## src/rtl/cache_refill_ctrl.sv

```systemverilog
// cache_refill_ctrl: single-outstanding miss handler between the CPU port,
// the cache array and backing memory. Loads that hit return from the cache.
// Load misses fetch the word from memory, fill the cache, then respond.
// Stores write the cache in LOOKUP and are written through to memory.
// A timeout in MEM_WAIT produces an error response. Hit and miss counters
// saturate at their maximum value.
module cache_refill_ctrl #(
  parameter int ADDR_WIDTH = 8,
  parameter int DATA_WIDTH = 32,
  parameter int TIMEOUT    = 255,
  parameter int CNT_WIDTH  = 16
) (
  input  logic                  clk,
  input  logic                  rst,
  // CPU request / response
  input  logic                  cpu_req_valid,
  output logic                  cpu_req_ready,
  input  logic [ADDR_WIDTH-1:0] cpu_addr,
  input  logic                  cpu_we,
  input  logic [DATA_WIDTH-1:0] cpu_wdata,
  output logic                  cpu_resp_valid,
  output logic                  cpu_resp_err,
  output logic [DATA_WIDTH-1:0] cpu_rdata,
  // Cache array
  output logic                  cache_en,
  output logic                  cache_rw,
  output logic [ADDR_WIDTH-1:0] cache_addr,
  output logic [DATA_WIDTH-1:0] cache_wdata,
  input  logic                  cache_hit,
  input  logic [DATA_WIDTH-1:0] cache_rdata,
  // Backing memory
  output logic                  mem_req_valid,
  input  logic                  mem_req_ready,
  output logic                  mem_we,
  output logic [ADDR_WIDTH-1:0] mem_addr,
  output logic [DATA_WIDTH-1:0] mem_wdata,
  input  logic                  mem_resp_valid,
  input  logic [DATA_WIDTH-1:0] mem_rdata,
  // Debug statistics
  output logic [CNT_WIDTH-1:0]  hit_count,
  output logic [CNT_WIDTH-1:0]  miss_count
);

  // Timeout counter counts 0 .. TIMEOUT-1 while waiting; the cycle it holds
  // TIMEOUT-1 is the last one in which a memory response is still accepted.
  localparam int                 TMO_W    = $clog2(TIMEOUT + 1);
  localparam logic [TMO_W-1:0]   TMO_LAST = TMO_W'(TIMEOUT - 1);

  typedef enum logic [2:0] {
    S_IDLE,
    S_LOOKUP,
    S_CHECK,
    S_MEM_REQ,
    S_MEM_WAIT,
    S_FILL,
    S_RESP
  } state_e;

  state_e                 state_q, state_d;
  logic                   ready_q, ready_d;
  logic [ADDR_WIDTH-1:0]  addr_q,  addr_d;
  logic                   we_q,    we_d;
  // Store data for a store, fetched word for a load miss (drives cache_wdata).
  logic [DATA_WIDTH-1:0]  data_q,  data_d;
  // Load result returned to the CPU; stays 0 for stores and timeouts.
  logic [DATA_WIDTH-1:0]  rdata_q, rdata_d;
  logic                   err_q,   err_d;
  logic [TMO_W-1:0]       tmo_q,   tmo_d;
  logic [CNT_WIDTH-1:0]   hit_q,   hit_d;
  logic [CNT_WIDTH-1:0]   miss_q,  miss_d;

  logic accept;

  assign accept = cpu_req_valid && ready_q;

  // Next-state and datapath update for the request sequencer.
  always_comb begin
    // NOTE: every _d is given its hold value first, so no branch can infer a latch.
    state_d = state_q;
    addr_d  = addr_q;
    we_d    = we_q;
    data_d  = data_q;
    rdata_d = rdata_q;
    err_d   = err_q;
    tmo_d   = tmo_q;
    hit_d   = hit_q;
    miss_d  = miss_q;

    unique case (state_q)
      S_IDLE: begin
        if (accept) begin
          addr_d  = cpu_addr;
          we_d    = cpu_we;
          data_d  = cpu_we ? cpu_wdata : '0;
          rdata_d = '0;
          err_d   = 1'b0;
          state_d = S_LOOKUP;
        end
      end

      S_LOOKUP: begin
        state_d = S_CHECK;
      end

      S_CHECK: begin
        if (cache_hit) begin
          if (hit_q != '1) hit_d = hit_q + 1'b1;
        end else begin
          if (miss_q != '1) miss_d = miss_q + 1'b1;
        end
        if (!we_q && cache_hit) begin
          rdata_d = cache_rdata;
          state_d = S_RESP;
        end else begin
          // Load misses fetch; stores write through (cache already updated).
          state_d = S_MEM_REQ;
        end
      end

      S_MEM_REQ: begin
        if (mem_req_ready) begin
          tmo_d   = '0;
          state_d = we_q ? S_RESP : S_MEM_WAIT;
        end
      end

      S_MEM_WAIT: begin
        // A response in the final allowed cycle still wins over the timeout.
        if (mem_resp_valid) begin
          data_d  = mem_rdata;
          rdata_d = mem_rdata;
          state_d = S_FILL;
        end else if (tmo_q == TMO_LAST) begin
          err_d   = 1'b1;
          state_d = S_RESP;
        end else begin
          tmo_d = tmo_q + 1'b1;
        end
      end

      S_FILL: begin
        state_d = S_RESP;
      end

      S_RESP: begin
        state_d = S_IDLE;
      end

      default: begin
        state_d = S_IDLE;
      end
    endcase

    // Ready is registered so it reads 0 while rst is held and rises on the
    // first edge after release, then tracks the IDLE state exactly.
    ready_d = (state_d == S_IDLE);
  end

  // State and datapath registers, cleared by the asynchronous reset.
  always_ff @(posedge clk or posedge rst) begin
    if (rst) begin
      state_q <= S_IDLE;
      ready_q <= 1'b0;
      addr_q  <= '0;
      we_q    <= 1'b0;
      data_q  <= '0;
      rdata_q <= '0;
      err_q   <= 1'b0;
      tmo_q   <= '0;
      hit_q   <= '0;
      miss_q  <= '0;
    end else begin
      // NOTE: non-blocking assignments so every flop samples pre-edge values.
      state_q <= state_d;
      ready_q <= ready_d;
      addr_q  <= addr_d;
      we_q    <= we_d;
      data_q  <= data_d;
      rdata_q <= rdata_d;
      err_q   <= err_d;
      tmo_q   <= tmo_d;
      hit_q   <= hit_d;
      miss_q  <= miss_d;
    end
  end

  // Outputs are decoded from the state register and latched request fields
  // only, so no input reaches an output combinationally.
  assign cpu_req_ready  = ready_q;

  assign cache_en       = (state_q == S_LOOKUP) || (state_q == S_FILL);
  assign cache_rw       = (state_q == S_LOOKUP) ? we_q : (state_q == S_FILL);
  assign cache_addr     = cache_en ? addr_q : '0;
  assign cache_wdata    = cache_en ? data_q : '0;

  assign mem_req_valid  = (state_q == S_MEM_REQ);
  assign mem_we         = mem_req_valid && we_q;
  assign mem_addr       = mem_req_valid ? addr_q : '0;
  assign mem_wdata      = mem_we ? data_q : '0;

  assign cpu_resp_valid = (state_q == S_RESP);
  assign cpu_resp_err   = cpu_resp_valid && err_q;
  assign cpu_rdata      = cpu_resp_valid ? rdata_q : '0;

  assign hit_count      = hit_q;
  assign miss_count     = miss_q;

endmodule

```

## config.mk

```make
export PLATFORM = sky130hd
export DESIGN_NAME = cache_refill_ctrl
export DESIGN_NICKNAME = d
export VERILOG_FILES = /design/src/rtl/cache_refill_ctrl.sv
export SDC_FILE = /design/constraint.sdc
export NUM_CORES = 1
export LEC_CHECK = 0
export ABC_AREA = 1
export BUFFER_PORTS_ARGS = -buffer_cell sky130_fd_sc_hd__buf_2
export CAP_MARGIN = 5
export CORE_UTILIZATION = 30
export DETAILED_ROUTE_END_ITERATION = 8
export GPL_TIMING_DRIVEN = 0
export PLACE_DENSITY_LB_ADDON = 0.05
export RECOVER_POWER = 50
export SYNTH_ARGS = -nofsm -noshare
export SYNTH_HDL_FRONTEND = slang
export SYNTH_SLANG_ARGS = --single-unit
```

## constraint.sdc

```tcl
create_clock -name clk -period 5.86 [get_ports clk]
set_input_delay 0.879 -clock clk [delete_from_list [all_inputs] [get_ports clk]]
set_output_delay 0.879 -clock clk [all_outputs]
set_load 0.005 [all_outputs]
```

# Word-level counts from Yosys, hierarchy flattened
# Cells that the tools add are included.
# word_totals
reg_bits,118
output_inout_bits,151
input_bits,111
# classes
n_eq_ne,16
n_reduce_logical,18
muxes,28
add_sub_neg,3
n_bitwise,1
# ops
cell,count
$mux 32,8
$pmux 32 s3,1
$pmux 32 s2,1
$mux 8,5
$add 16x1->16 const B,2
$ne 16x16->1 const B,2
$pmux 3 s6,1
$pmux 8 s2,1
$mux 3,5
$ne 2x2->1 const B,6
$reduce_and 4->1,3
$eq 3x3->1 const B,3
$reduce_and 3->1,3
$add 8x1->8 const B,1
$eq 8x8->1 const B,1
$eq 3x2->1 const B,2
$logic_not 3->1,2
$logic_and 1x1->1,4
$mux 1,4
$reduce_bool 2->1,2
$eq 3x1->1 const B,1
$reduce_bool 3->1,1
$mux 2,1
$ne 2x1->1 const B,1
other kinds (5),5

# Depth between registers and ports, before layout
# logic_depth
depth_word,5
depth_mapped,10

# Worst setup path before layout
# Ideal clock, no wire load.
# synth_timing
path_kind,register -> output
start,register state_q[2]
end,output mem_wdata[22]
n_path_buf,1
slack_ps,3839
path_stages_with_launch,5
arrival_time_ps,1142
path_cell_list,dfrtp_1 > nor2_2 > nand2_1 > clkbuf_1 > nor2_1
# synth_via
elab_chain_cells,3
# synth_rtl
element,line_no,rtl
"start, declared",59,"state_e state_q, state_d;"
"start signal, assigned",174,state_q <= state_d;
$eq 3x2->1,196,assign mem_req_valid = (state_q == S_MEM_REQ);
net mem_req_valid,32,"output logic mem_req_valid,"
$logic_and 1x1->1,197,assign mem_we = mem_req_valid && we_q;
$mux 32,199,assign mem_wdata = mem_we ? data_q : '0;
"end, declared",36,"output logic [DATA_WIDTH-1:0] mem_wdata,"
# The timed path passes the listed nets, and every way through them passes these cells.

==> flow_metrics.tcl <==
set metrics [dict create \
    outcome "complete, but fails checks" \
    violations "max-capacitance violations, max-slew violations" \
    synth-xor-area-share_pct 2.15 \
    max_cap_violations 1 \
    rsz0062_at_grt "false" \
    drt_pre_antenna_iters 4 \
    fin_crit_ns 3.59 \
    clk_path_buf_depth 2 \
    via_count 7341 \
    cpMaxStageDelayCell "clkbuf_2" \
    comb_power_share_pct 39.0 \
    powerDensity_nw_per_um2 393 \
    min_path_type "reg2reg" \
    swShare_pct 42.0 \
    syn_area_um2 6910 \
    cts.htree.levels 4 \
    postLayoutCoreUtil_pct 40.3 \
    nets 1428 \
    cts_root_buffer "clkbuf_16" \
    worstPathRequired_ns 5.89 \
    power.total_mw 3.58 \
    drtIter0Drc 312 \
    seqCellArea_um2 2950 \
    start_util_pct 30.5 \
    clkSlewWorstSetupHoldPaths_ns 0.06 \
    drc 0 \
    maxSlewHeadroom_pct -56.7 \
    gp_congestion 0.858 \
    cp_top_family "buffers and inverters" \
    leakagePower_nw 4.84 \
    cp_cell_sequence "buf_2 -> clkinvlp_2 -> clkbuf_2" \
    ys_warn_count 0 \
    crit_path_end_kind "async pin" \
    synth-seq-cells 118 \
    grt-ovfl-total 0 \
    cts_hold_buf 0 \
    synthSimpleGateAreaFrac_pct 31.4 \
    grt_pass1_vias 7137 \
    fillers 2514 \
    cp.arrival_ns 3.62 \
    power.internal_mw 2.08 \
    area_delta_synth_final_pct 31.8 \
    antenna_found_initial 1 \
    drv_slew 91 \
    wirelength_um 25100 \
    synthAdderAreaFrac_pct 0.724 \
    switchingPower_mw 1.50 \
    cts_tree "done" \
    crit_type "in2async" \
    rows 55 \
    synth_top_family_by_area "simple AND/OR/NAND/NOR gates" \
    ys_types 26 \
    setup_viol 0 \
    cp_slowest_stage_delay_ns 1.78 \
    pre_cts_ws_ns 3.13 \
    fin_skew_ns 0.00957 \
    post-dp-hpwl_um 19400 \
    grt_max_degree 91 \
    dpl.cell_count 1579 \
    crit_fanout 90 \
    drtAntennaViolNets 0 \
    postCtsSetupRepairBufs 0 \
    fin_crit_sh_pct 61.2 \
    layout-drive-gt1-share_pct 23.2 \
    stdcell_count 1611 \
    core_um2 22600 \
    yosysSeqAreaShare_pct 42.7 \
    irDropWorstVdd_mv 0.151 \
    clkPwrFrac_pct 29.5 \
    fin_ws_ns 2.27 \
    cts_sinks 118 \
    grt_use_total_pct 21.7 \
    syn-instance-count 1033 \
    worst_pin_slew_ns 2.35 \
    antenna_cells 0 \
    wl_per_cell_um 15.6 \
    die_h_um 154 \
    hold_viol_final 0 \
    vias_per_cell 4.56 \
    start_kind "input pin" \
    clock_latency_ns 0.42 \
    ctsResizeCount 0 \
    timing.fmax_mhz 279 \
    seq_power_share_pct 31.4 \
    die_area_um2 23700 \
    cts-buffers-inserted 17 \
    syn_nets 1148 \
    synth.area.mux_share_pct 0 \
    critPathBufInv 3 \
    synth_compound_area_share_pct 11.7 \
    multi_input_area_um2 3140 \
    die_x_um 154 \
    grt_pass1_wl_um 39000 \
    ios 262 \
    portBuffers 260 \
    avgSynthCellArea_um2 6.69 \
]
[per-stage QoR]
stage                     instance area (µm²)  TNS, ns  hold slack [ns]
after CTS                                9200        0            0.425
after global routing                     9110        0            0.541
after detailed placement                 8600        0            0.507
final                                    9110        0            0.520
after global placement                   8570    -5.53            0.499
after floorplan                          6910        0            0.486
[worst min-delay path, stage by stage (launching register included)]
cell     delay [ns]
dfrtp_1        0.32
inv_1          0.05
o21ai_1        0.11
[cell type report]
type | instances | area share (%)
multi-input cells | 718 | 34.4
flip-flops and latches | 118 | 32.4
repair buffers | 261 | 14.3
inverters | 149 | 6.15
clock buffers | 19 | 4.86
well taps | 285 | 3.91
plain buffers | 48 | 2.35
clock inverters | 13 | 1.63
[path summary, 6_finish.rpt]
check,slack [ns],cells after the start,startpoint,endpoint
setup reg to reg,3.13,10,state_q[0]$_DFF_PP0_,hit_count[8]$_DFFE_PP0P_
setup / recovery,2.27,3,rst,state_q[1]$_DFF_PP0_
max in group clk,2.76,5,state_q[2]$_DFF_PP0_,mem_wdata[30]
hold reg to reg,0.52,2,rdata_q[21]$_DFFE_PP0P_,rdata_q[21]$_DFFE_PP0P_
hold / removal,0.52,2,rdata_q[21]$_DFFE_PP0P_,rdata_q[21]$_DFFE_PP0P_
min in group asynchronous,0.74,2,rst,miss_count[8]$_DFFE_PP0P_
[registers in the layout, summed over array words and instances (netlist names)]
name / flops
tmo_q: 8
we_q: 1
rdata_q: 32
cpu_req_ready: 1
data_q: 32
miss_count: 16
addr_q: 8
state_q: 3
err_q: 1
hit_count: 16
[cell usage in the layout (no fill, tap or decap)]
cell type	instances
buf_1	7
clkbuf_1	33
inv_6	3
buf_2	265
o21bai_1	1
clkbuf_8	1
a21oi_1	2
nor2_2	2
clkinvlp_2	1
nand2_1	305
clkinv_4	4
clkbuf_16	17
bufinv_16	2
nor2_1	165
o21ai_1	11
or2_2	1
o21ai_2	1
xor2_1	7
buf_6	2
clkbuf_2	1
o21bai_4	1
inv_1	145
nand3_1	55
clkinv_1	2
clkinvlp_4	3
ha_1	4
inv_2	1
buf_4	2
clkinv_2	1
or2_0	1
o21ai_0	141
xnor2_1	10
nand4_1	11
dfrtp_1	118
[synth_stat cells (all sizes together)]
library cell / count / area, µm²
o21bai: 2 / 26.3
inv: 149 / 559
ha: 4 / 50.1
a21oi: 2 / 10.0
o21ai: 153 / 769
clkbuf: 20 / 75.1
nand2: 305 / 1140
or2: 2 / 12.5
nand4: 11 / 68.8
buf: 28 / 149
xnor2: 10 / 87.6
nor2: 167 / 667
nand3: 55 / 280
dfrtp: 118 / 2950
xor2: 7 / 61.3
[power by group through the flow]
stage | Sequential [mW] | Combinational [mW] | Clock, mW
final | 1.13 | 1.40 | 1.06
after CTS | 1.13 | 1.47 | 1.08
after global placement | 1.14 | 1.45 | 0
after detailed placement | 1.14 | 1.47 | 0
after floorplan | 1.12 | 0.894 | 0
after global routing | 1.15 | 1.59 | 1.12
[routing by layer]
metal | wire length, µm | global-route usage (%)
met1 | 11200 | 27.2
met2 | 12200 | 37.3
met3 | 1220 | 3.89
met4 | 477 | 7.48
met5 | 0 | 0
[cells by family (layout without fill, tap and decap cells)]
group,count (synthesis),count (layout)
flip-flops,118,118
AO/OA/AOI/OAI,157,157
AND/OR/NAND/NOR,540,540
buffers and inverters,197,490
XOR/XNOR,17,17
adder cells (fa/ha/maj),4,4
No activity file was read; power rests on OpenSTA's default activity.
